[src/rtl/jk_register_bank_if.sv]
// Bus interface for jk_register_bank.
// Purpose : groups the control, data and status signals of the JK register bank.
// Signals : en, mode[1:0], j/k/d[WIDTH], ser_in   (master -> slave)
//           q, changed[WIDTH], carry, ser_out     (slave -> master)
interface jk_register_bank_if #(
  parameter int WIDTH = 8
);
  logic             en;
  logic [1:0]       mode;
  logic [WIDTH-1:0] j;
  logic [WIDTH-1:0] k;
  logic [WIDTH-1:0] d;
  logic             ser_in;
  logic [WIDTH-1:0] q;
  logic [WIDTH-1:0] changed;
  logic             carry;
  logic             ser_out;

  modport master (
    output en, mode, j, k, d, ser_in,
    input  q, changed, carry, ser_out
  );

  modport slave (
    input  en, mode, j, k, d, ser_in,
    output q, changed, carry, ser_out
  );
endinterface

[src/rtl/jk_register_bank.sv]
// WIDTH-bit register bank built from JK cells.
// Purpose : general control/status register and event counter with four modes
//           (per-bit JK, parallel load, shift-left, binary up-count), a per-bit
//           change report and a counter-wrap pulse.
// Ports   : clk  - rising-edge clock
//           rst  - synchronous reset, active-high
//           bus  - jk_register_bank_if.slave (en, mode, j, k, d, ser_in in;
//                  q, changed, carry, ser_out out)
module jk_register_bank #(
  parameter int          WIDTH     = 8,
  parameter logic [31:0] RESET_VAL = 32'h0
) (
  input  logic              clk,
  input  logic              rst,
  jk_register_bank_if.slave bus
);

  localparam logic [1:0] MODE_JK    = 2'b00;
  localparam logic [1:0] MODE_LOAD  = 2'b01;
  localparam logic [1:0] MODE_SHIFT = 2'b10;
  localparam logic [1:0] MODE_COUNT = 2'b11;

  logic [WIDTH-1:0] q_q, q_d;
  logic [WIDTH-1:0] changed_q, changed_d;
  logic             carry_q, carry_d;
  logic [WIDTH-1:0] shift_val;

  // A one-bit bank has nothing to shift along, so the serial input simply
  // replaces the bit.
  generate
    if (WIDTH == 1) begin : g_shift_w1
      assign shift_val = bus.ser_in;
    end else begin : g_shift_wn
      assign shift_val = {q_q[WIDTH-2:0], bus.ser_in};
    end
  endgenerate

  always_comb begin
    q_d     = q_q;
    carry_d = 1'b0;
    if (bus.en) begin
      unique case (bus.mode)
        // Characteristic JK equation: 00 hold, 01 clear, 10 set, 11 toggle.
        MODE_JK:    q_d = (q_q & ~bus.k) | (~q_q & bus.j);
        MODE_LOAD:  q_d = bus.d;
        MODE_SHIFT: q_d = shift_val;
        MODE_COUNT: begin
          q_d     = q_q + WIDTH'(1);
          carry_d = &q_q;
        end
        default:    q_d = q_q;
      endcase
    end
    changed_d = q_d ^ q_q;
  end

  always_ff @(posedge clk) begin
    if (rst) begin
      q_q       <= RESET_VAL[WIDTH-1:0];
      changed_q <= '0;
      carry_q   <= 1'b0;
    end else begin
      q_q       <= q_d;
      changed_q <= changed_d;
      carry_q   <= carry_d;
    end
  end

  assign bus.q       = q_q;
  assign bus.changed = changed_q;
  assign bus.carry   = carry_q;
  assign bus.ser_out = q_q[WIDTH-1];

endmodule

[src/flat_wrapper.sv]
// flat-port wrapper written by rule: the top's interface ports become plain ports
module jk_register_bank_flat 
#(
  parameter int          WIDTH     = 8,
  parameter logic [31:0] RESET_VAL = 32'h0
)
  (clk, rst, bus_en, bus_mode, bus_j, bus_k, bus_d, bus_ser_in, bus_q, bus_changed, bus_carry, bus_ser_out);
  jk_register_bank_if #(.WIDTH(WIDTH)) bus_i ();
  input  logic clk;
  input  logic rst;
  input wire logic [$bits(bus_i.en)-1:0] bus_en;
  input wire logic [$bits(bus_i.mode)-1:0] bus_mode;
  input wire logic [$bits(bus_i.j)-1:0] bus_j;
  input wire logic [$bits(bus_i.k)-1:0] bus_k;
  input wire logic [$bits(bus_i.d)-1:0] bus_d;
  input wire logic [$bits(bus_i.ser_in)-1:0] bus_ser_in;
  output wire logic [$bits(bus_i.q)-1:0] bus_q;
  output wire logic [$bits(bus_i.changed)-1:0] bus_changed;
  output wire logic [$bits(bus_i.carry)-1:0] bus_carry;
  output wire logic [$bits(bus_i.ser_out)-1:0] bus_ser_out;
  assign bus_i.en = bus_en;
  assign bus_i.mode = bus_mode;
  assign bus_i.j = bus_j;
  assign bus_i.k = bus_k;
  assign bus_i.d = bus_d;
  assign bus_i.ser_in = bus_ser_in;
  assign bus_q = bus_i.q;
  assign bus_changed = bus_i.changed;
  assign bus_carry = bus_i.carry;
  assign bus_ser_out = bus_i.ser_out;
  jk_register_bank #(.WIDTH(WIDTH), .RESET_VAL(RESET_VAL)) u_core (.clk(clk), .rst(rst), .bus(bus_i));
endmodule
[config.mk]
export PLATFORM = sky130hd
export DESIGN_NAME = jk_register_bank_flat
export DESIGN_NICKNAME = d
export VERILOG_FILES = /design/src/rtl/jk_register_bank_if.sv /design/src/rtl/jk_register_bank.sv /design/src/flat_wrapper.sv
export SDC_FILE = /design/constraint.sdc
export NUM_CORES = 1
export LEC_CHECK = 0
export CAP_MARGIN = 30
export CORE_MARGIN = 2
export CORE_UTILIZATION = 42
export DETAILED_ROUTE_END_ITERATION = 6
export PLACE_DENSITY = 0.79
export SYNTH_ARGS = -nofsm -noshare
export SYNTH_HDL_FRONTEND = slang
export SYNTH_SLANG_ARGS = --single-unit
[constraint.sdc]
create_clock -name clk -period 2.1 [get_ports clk]
set_input_delay 0.315 -clock clk [delete_from_list [all_inputs] [get_ports clk]]
set_output_delay 0.315 -clock clk [all_outputs]
set_load 0.1 [all_outputs]
# --- Word-level counts from Yosys, hierarchy flattened ---
# Cells that the tools add are included.
word_totals:
  ff_bits: 17
  latchBits: 0
  ram_bits: 0
  rom_bits: 0
  in_bits: 30
  output_inout_bits: 18
  wordCells: 20
  n_memories: 0
classes:
  add_sub_neg: 1
  multipliers: 0
  div_mod_pow: 0
  order_cmp: 0
  n_eq_ne: 3
  shift: 0
  mux: 2
  n_bitwise: 8
  n_reduce_logical: 3
ops:
  columns: ["cell", "count"]
  rows:
  - ["$pmux W8 S4", 1]
  - ["$and A8 B8 Y8", 2]
  - ["$not A8 Y8", 2]
  - ["$add A8 B1 Y8 const B", 1]
  - ["$mux W8", 1]
  - ["$or A8 B8 Y8", 1]
  - ["$reduce_and A8 Y1", 1]
  - ["$xor A8 B8 Y8", 1]
  - ["$eq A2 B2 Y1 const B", 2]
  - ["$reduce_or A3 Y1", 1]
  - ["$eq A2 B1 Y1 const B", 1]
  - ["$logic_not A2 Y1", 1]
  - ["$not A1 Y1", 2]

# --- Longest topological paths before layout ---
depth:
  word_depth: 6
  ltp_mapped: 7
  ltp_nobuf: 6

# --- Least setup slack after synthesis ---
# No wires, ideal clock.
synth_timing:
  kind: "reg2reg"
  startpoint: "register u_core.q_q[0], in the netlist u_core.bus.q[0]"
  endpoint: "register u_core.changed_q[4], in the netlist u_core.bus.changed[4]"
  setup_ns: 0.126
  arrival_ns: 2.168
  required_ns: 1.974
  setup_slack_ns: -0.194
  path_stages_with_launch: 7
  path_buffers: 0
  synth_period_minus_slack_ns: 2.294
  cell_sequence: "dfxtp_1 ha_1 and4_1 nor3_1 a211oi_2 mux2i_1 nor2_1"
synth_via:
  elab_chain_cells: 4
synth_lines:
  columns: ["item", "line_no", "text"]
  rows:
  - ["start, declared", "jk_register_bank.sv:23", "logic [WIDTH-1:0] q_q, q_d;"]
  - ["start signal, assigned", "jk_register_bank.sv:59", "q_q <= RESET_VAL[WIDTH-1:0];"]
  - ["start signal, assigned", "jk_register_bank.sv:63", "q_q <= q_d;"]
  - ["$add A8 B1 Y8", "jk_register_bank.sv:48", "q_d = q_q + WIDTH'(1);"]
  - ["$pmux W8 S4", "jk_register_bank.sv:42", "unique case (bus.mode)"]
  - ["$mux W8", "jk_register_bank.sv:41", "if (bus.en) begin"]
  - ["$xor A8 B8 Y8", "jk_register_bank.sv:54", "changed_d = q_d ^ q_q;"]
  - ["end signal, assigned", "jk_register_bank.sv:64", "changed_q <= changed_d;"]
  - ["end, declared", "jk_register_bank.sv:24", "logic [WIDTH-1:0] changed_q, changed_d;"]
# No other way between the ends.
# A chain may end at the register's enable or synchronous reset.

# --- Final worst setup path ---
layout_timing:
  startpoint: "input port bus_mode[0]"
  endpoint: "register u_core.changed_q[3], in the netlist u_core.bus.changed[3]"
layout_via:
  elab_chain_cells: 4
  word_cells_on_any_way: 7
  classes_between: "eq/ne: 3; mux: 2; bitwise: 1; reduce/logical: 1"
layout_lines:
  columns: ["item", "line_no", "text"]
  rows:
  - ["start, declared", "flat_wrapper.sv:12", "input wire logic [$bits(bus_i.mode)-1:0] bus_mode;"]
  - ["$eq A2 B2 Y1, or another cell as far along", "jk_register_bank.sv:42", null]
  - ["$pmux W8 S4 *", "jk_register_bank.sv:42", null]
  - ["$mux W8 *", "jk_register_bank.sv:41", null]
  - ["$xor A8 B8 Y8 *", "jk_register_bank.sv:54", null]
# Mark *: on every way between the ends. The rest lies on a longest branch, timed or not.

==> results.sh <==
export IMPL_io_buffer_count=47
export IMPL_hold_viol_final=0
export IMPL_first_pass_iters=5
export IMPL_placed_area_mm2=0.00163
export IMPL_drv_slew=0
export IMPL_end_kind="register"
export IMPL_num_rows=19
export IMPL_drt_iter0_drc=81
export IMPL_synth_seq_cells=17
export IMPL_yosysWarnings=0
export IMPL_cts_hold_buf=0
export IMPL_vdd_ir_drop_worst_mv=0.402
export IMPL_setup_viol_count_final=0
export IMPL_setup_tns_ps=0
export IMPL_first_global_vias=1187
export IMPL_synthesis_nets=181
export IMPL_diodes=0
export IMPL_status="finished, final reports clean"
export IMPL_grtUsageTotal_pct=21.0
export IMPL_pre_cts_slack_ps=80.5
export IMPL_use_met1_pct=28.5
export IMPL_drc=0
export IMPL_met3_usage_pct=3.46
export IMPL_io_pins=48
export IMPL_syn_inst=150
export IMPL_worst_path_largest_cell_delay_ps=540
export IMPL_cp_cell_sequence="clkdlybuf4s50_1 > buf_4 > o31a_1 > o21ai_0 > mux2_2 > nor2_1"
export IMPL_fin_cells=229
export IMPL_cts_resized=0
export IMPL_avgSynthCellArea_um2=7.77
export IMPL_nNetsFinal=230
export IMPL_route_detailed_vias_per_inst=5.65
export IMPL_grt_max_degree=14
export IMPL_grt_pass1_wl_um=5380
export IMPL_cp_top_family="buffers and inverters"
export IMPL_fin_util_pct=61.8
export IMPL_fin_crit_sh_pct=83.1
export IMPL_dp_cells=225
export IMPL_setup_ws_ps=356
export IMPL_slowest_stage="clkdlybuf4s50_1"
export IMPL_holdWs_ps=549
export IMPL_core_mm2=0.00269
export IMPL_gp_congestion=0.940
export IMPL_cts_tree="yes"
export IMPL_clkLatencyLatePin_ps=290
export IMPL_synth_async_sr_flop_share_pct=0
export IMPL_grtUsageMet2_pct=33.9
export IMPL_power_leakage_nw=0.646
export IMPL_numClockSinks=17
export IMPL_cts_root_buffer="clkbuf_4"
export IMPL_wire_per_inst_um=14.3
export IMPL_rsz0062_at_grt="no"
export IMPL_synth_area_mm2=0.00117
export IMPL_die_y_um=56.7
export IMPL_relSlewSlack_pct=74.8
export IMPL_grt_busiest_layer="met2"
export IMPL_n_fill_cell=243
export IMPL_cts_buffer_depth=2
export IMPL_die_x_um=56.7
export IMPL_ys_seq_area_share_pct=29.2
export IMPL_post_cts_setup_buffer_count=0
export IMPL_post_route_min_period_ps=1740
export IMPL_overflow=0
export IMPL_die_area_mm2=0.00321
export IMPL_drive_gt1_share_pct=23.2
export IMPL_vias=1294
export IMPL_cts_htree_levels=1
export IMPL_clkTransAtPathRegs_ps=100
export IMPL_pwr_density_cell_mw_per_mm2=580
export IMPL_worstPathMaxFanout=8
export IMPL_cts_buffers=3
export IMPL_antenna_found_initial=0
export IMPL_worst_slew_pin_slew_ps=378
export IMPL_syn_to_final_growth_pct=42.4
export IMPL_hp_class="register to register"
export IMPL_fin_skew_ps=6.51
export IMPL_initial_core_util_pct=43.4
export IMPL_worstSetupPathType="input pin to register"
export IMPL_drtAntennaViolNets=0
export IMPL_yosysUniqueCellTypes=44
export IMPL_stdcell_area_mm2=0.00166
export IMPL_drt_wl_total_um=3290
export IMPL_drv_cap=0
export IMPL_critPathLaunchType="input pin"
export IMPL_worstPathRequired_ps=2330
export IMPL_synthFlopType="dfxtp_1"
export IMPL_cp_data_arrival_time_ps=1980
export IMPL_timing_fmax_mhz=573
export IMPL_synth_edf_count=0
export IMPL_path_buf_inv=2
export IMPL_hpwl_um=2550
export IMPL_finalPower_mw=0.964
-- worst min-delay path: stages, from the launching register on --
cell	delay, ps
dfxtp_2	390
nand2_1	80
o22ai_1	50
-- report_power, final --
| group | switching (mW) | leakage, nW | internal [mW] | total [mW] |
|---|---|---|---|---|
| Combinational | 0.263 | 0.490 | 0.150 | 0.412 |
| Sequential | 0.0283 | 0.141 | 0.345 | 0.373 |
| Clock | 0.104 | 0.0150 | 0.0738 | 0.178 |
-- layout by cell type (no fill, tap or decap), drive strengths merged, types with 3 or more instances in the layout --
cell type and n:
clkbuf 4, nor2 21, nor3 3, inv 4, o21ai 9, nand2 11, a21oi 16, buf 28
and2 4, a211oi 4, nand3 4, clkdlybuf4s50 29, a221o 3, nor2b 4, dfxtp 17, xnor2 3
mux2i 4
-- kinds of logic after synthesis --
family          synth area share [%]
compound gates                  29.8
xor+xnor                        2.25
fa+ha+maj                       1.07
buf+inv                         7.94
flops                           29.2
mux                             6.33
simple gates                    23.4
-- synthesized netlist by cell type (2+ instances only) --
cell type / instances / share of area (%)
dfxtp_1: 17 / 29
o211ai_1: 2 / 1.3
xnor2_1: 3 / 2.3
a31oi_1: 2 / 1.1
and2_1: 3 / 1.6
nor2b_1: 4 / 2.1
o31a_1: 2 / 1.5
nor2_1: 21 / 6.8
nor3_1: 3 / 1.3
a21oi_1: 15 / 6.4
nor4_1: 2 / 1.1
clkbuf_1: 4 / 1.3
o2bb2ai_1: 2 / 1.5
nand2b_1: 2 / 1.1
o21ai_0: 9 / 3.9
inv_1: 4 / 1.3
buf_4: 2 / 1.3
buf_2: 5 / 2.1
a221o_1: 3 / 2.6
buf_6: 2 / 1.9
or2_2: 2 / 1.1
nand3_1: 4 / 1.7
a211oi_1: 3 / 1.9
mux2i_1: 4 / 3.4
nand2_1: 11 / 3.5
-- area by class of cell --
type	count	area [um^2]	area share, %
sequential	17	347	20.9
multi-input combinational	116	733	44.2
clock buffer	4	26.3	1.58
timing repair buffer	57	500	30.1
inverter	4	15.0	0.904
tap	31	38.8	2.34
-- flip-flops by register name, summed over array words and instances, names as in the netlist --
name / count
u_core.bus.changed: 8
u_core.bus.carry: 1
u_core.bus.q: 8
-- per-layer routing --
metal / part of all wire, % / up-vias
met5: 0 / -
met2: 47 / 66
met1: 43 / 579
met4: 1.3 / 0
met3: 9.2 / 7
li1: - / 642
-- path summary, 6_finish.rpt --
kind,from,end,slack [ps],cells past startpoint
max,bus_mode[0],u_core.bus.changed[3]$_SDFF_PP0_,360,6
min reg2reg,u_core.bus.q[6]$_SDFF_PP0_,u_core.bus.q[6]$_SDFF_PP0_,550,2
max reg2reg,u_core.bus.q[0]$_SDFF_PP0_,u_core.bus.changed[4]$_SDFF_PP0_,440,6
min,u_core.bus.q[6]$_SDFF_PP0_,u_core.bus.q[6]$_SDFF_PP0_,550,2
(Power assumes the default switching activity.)
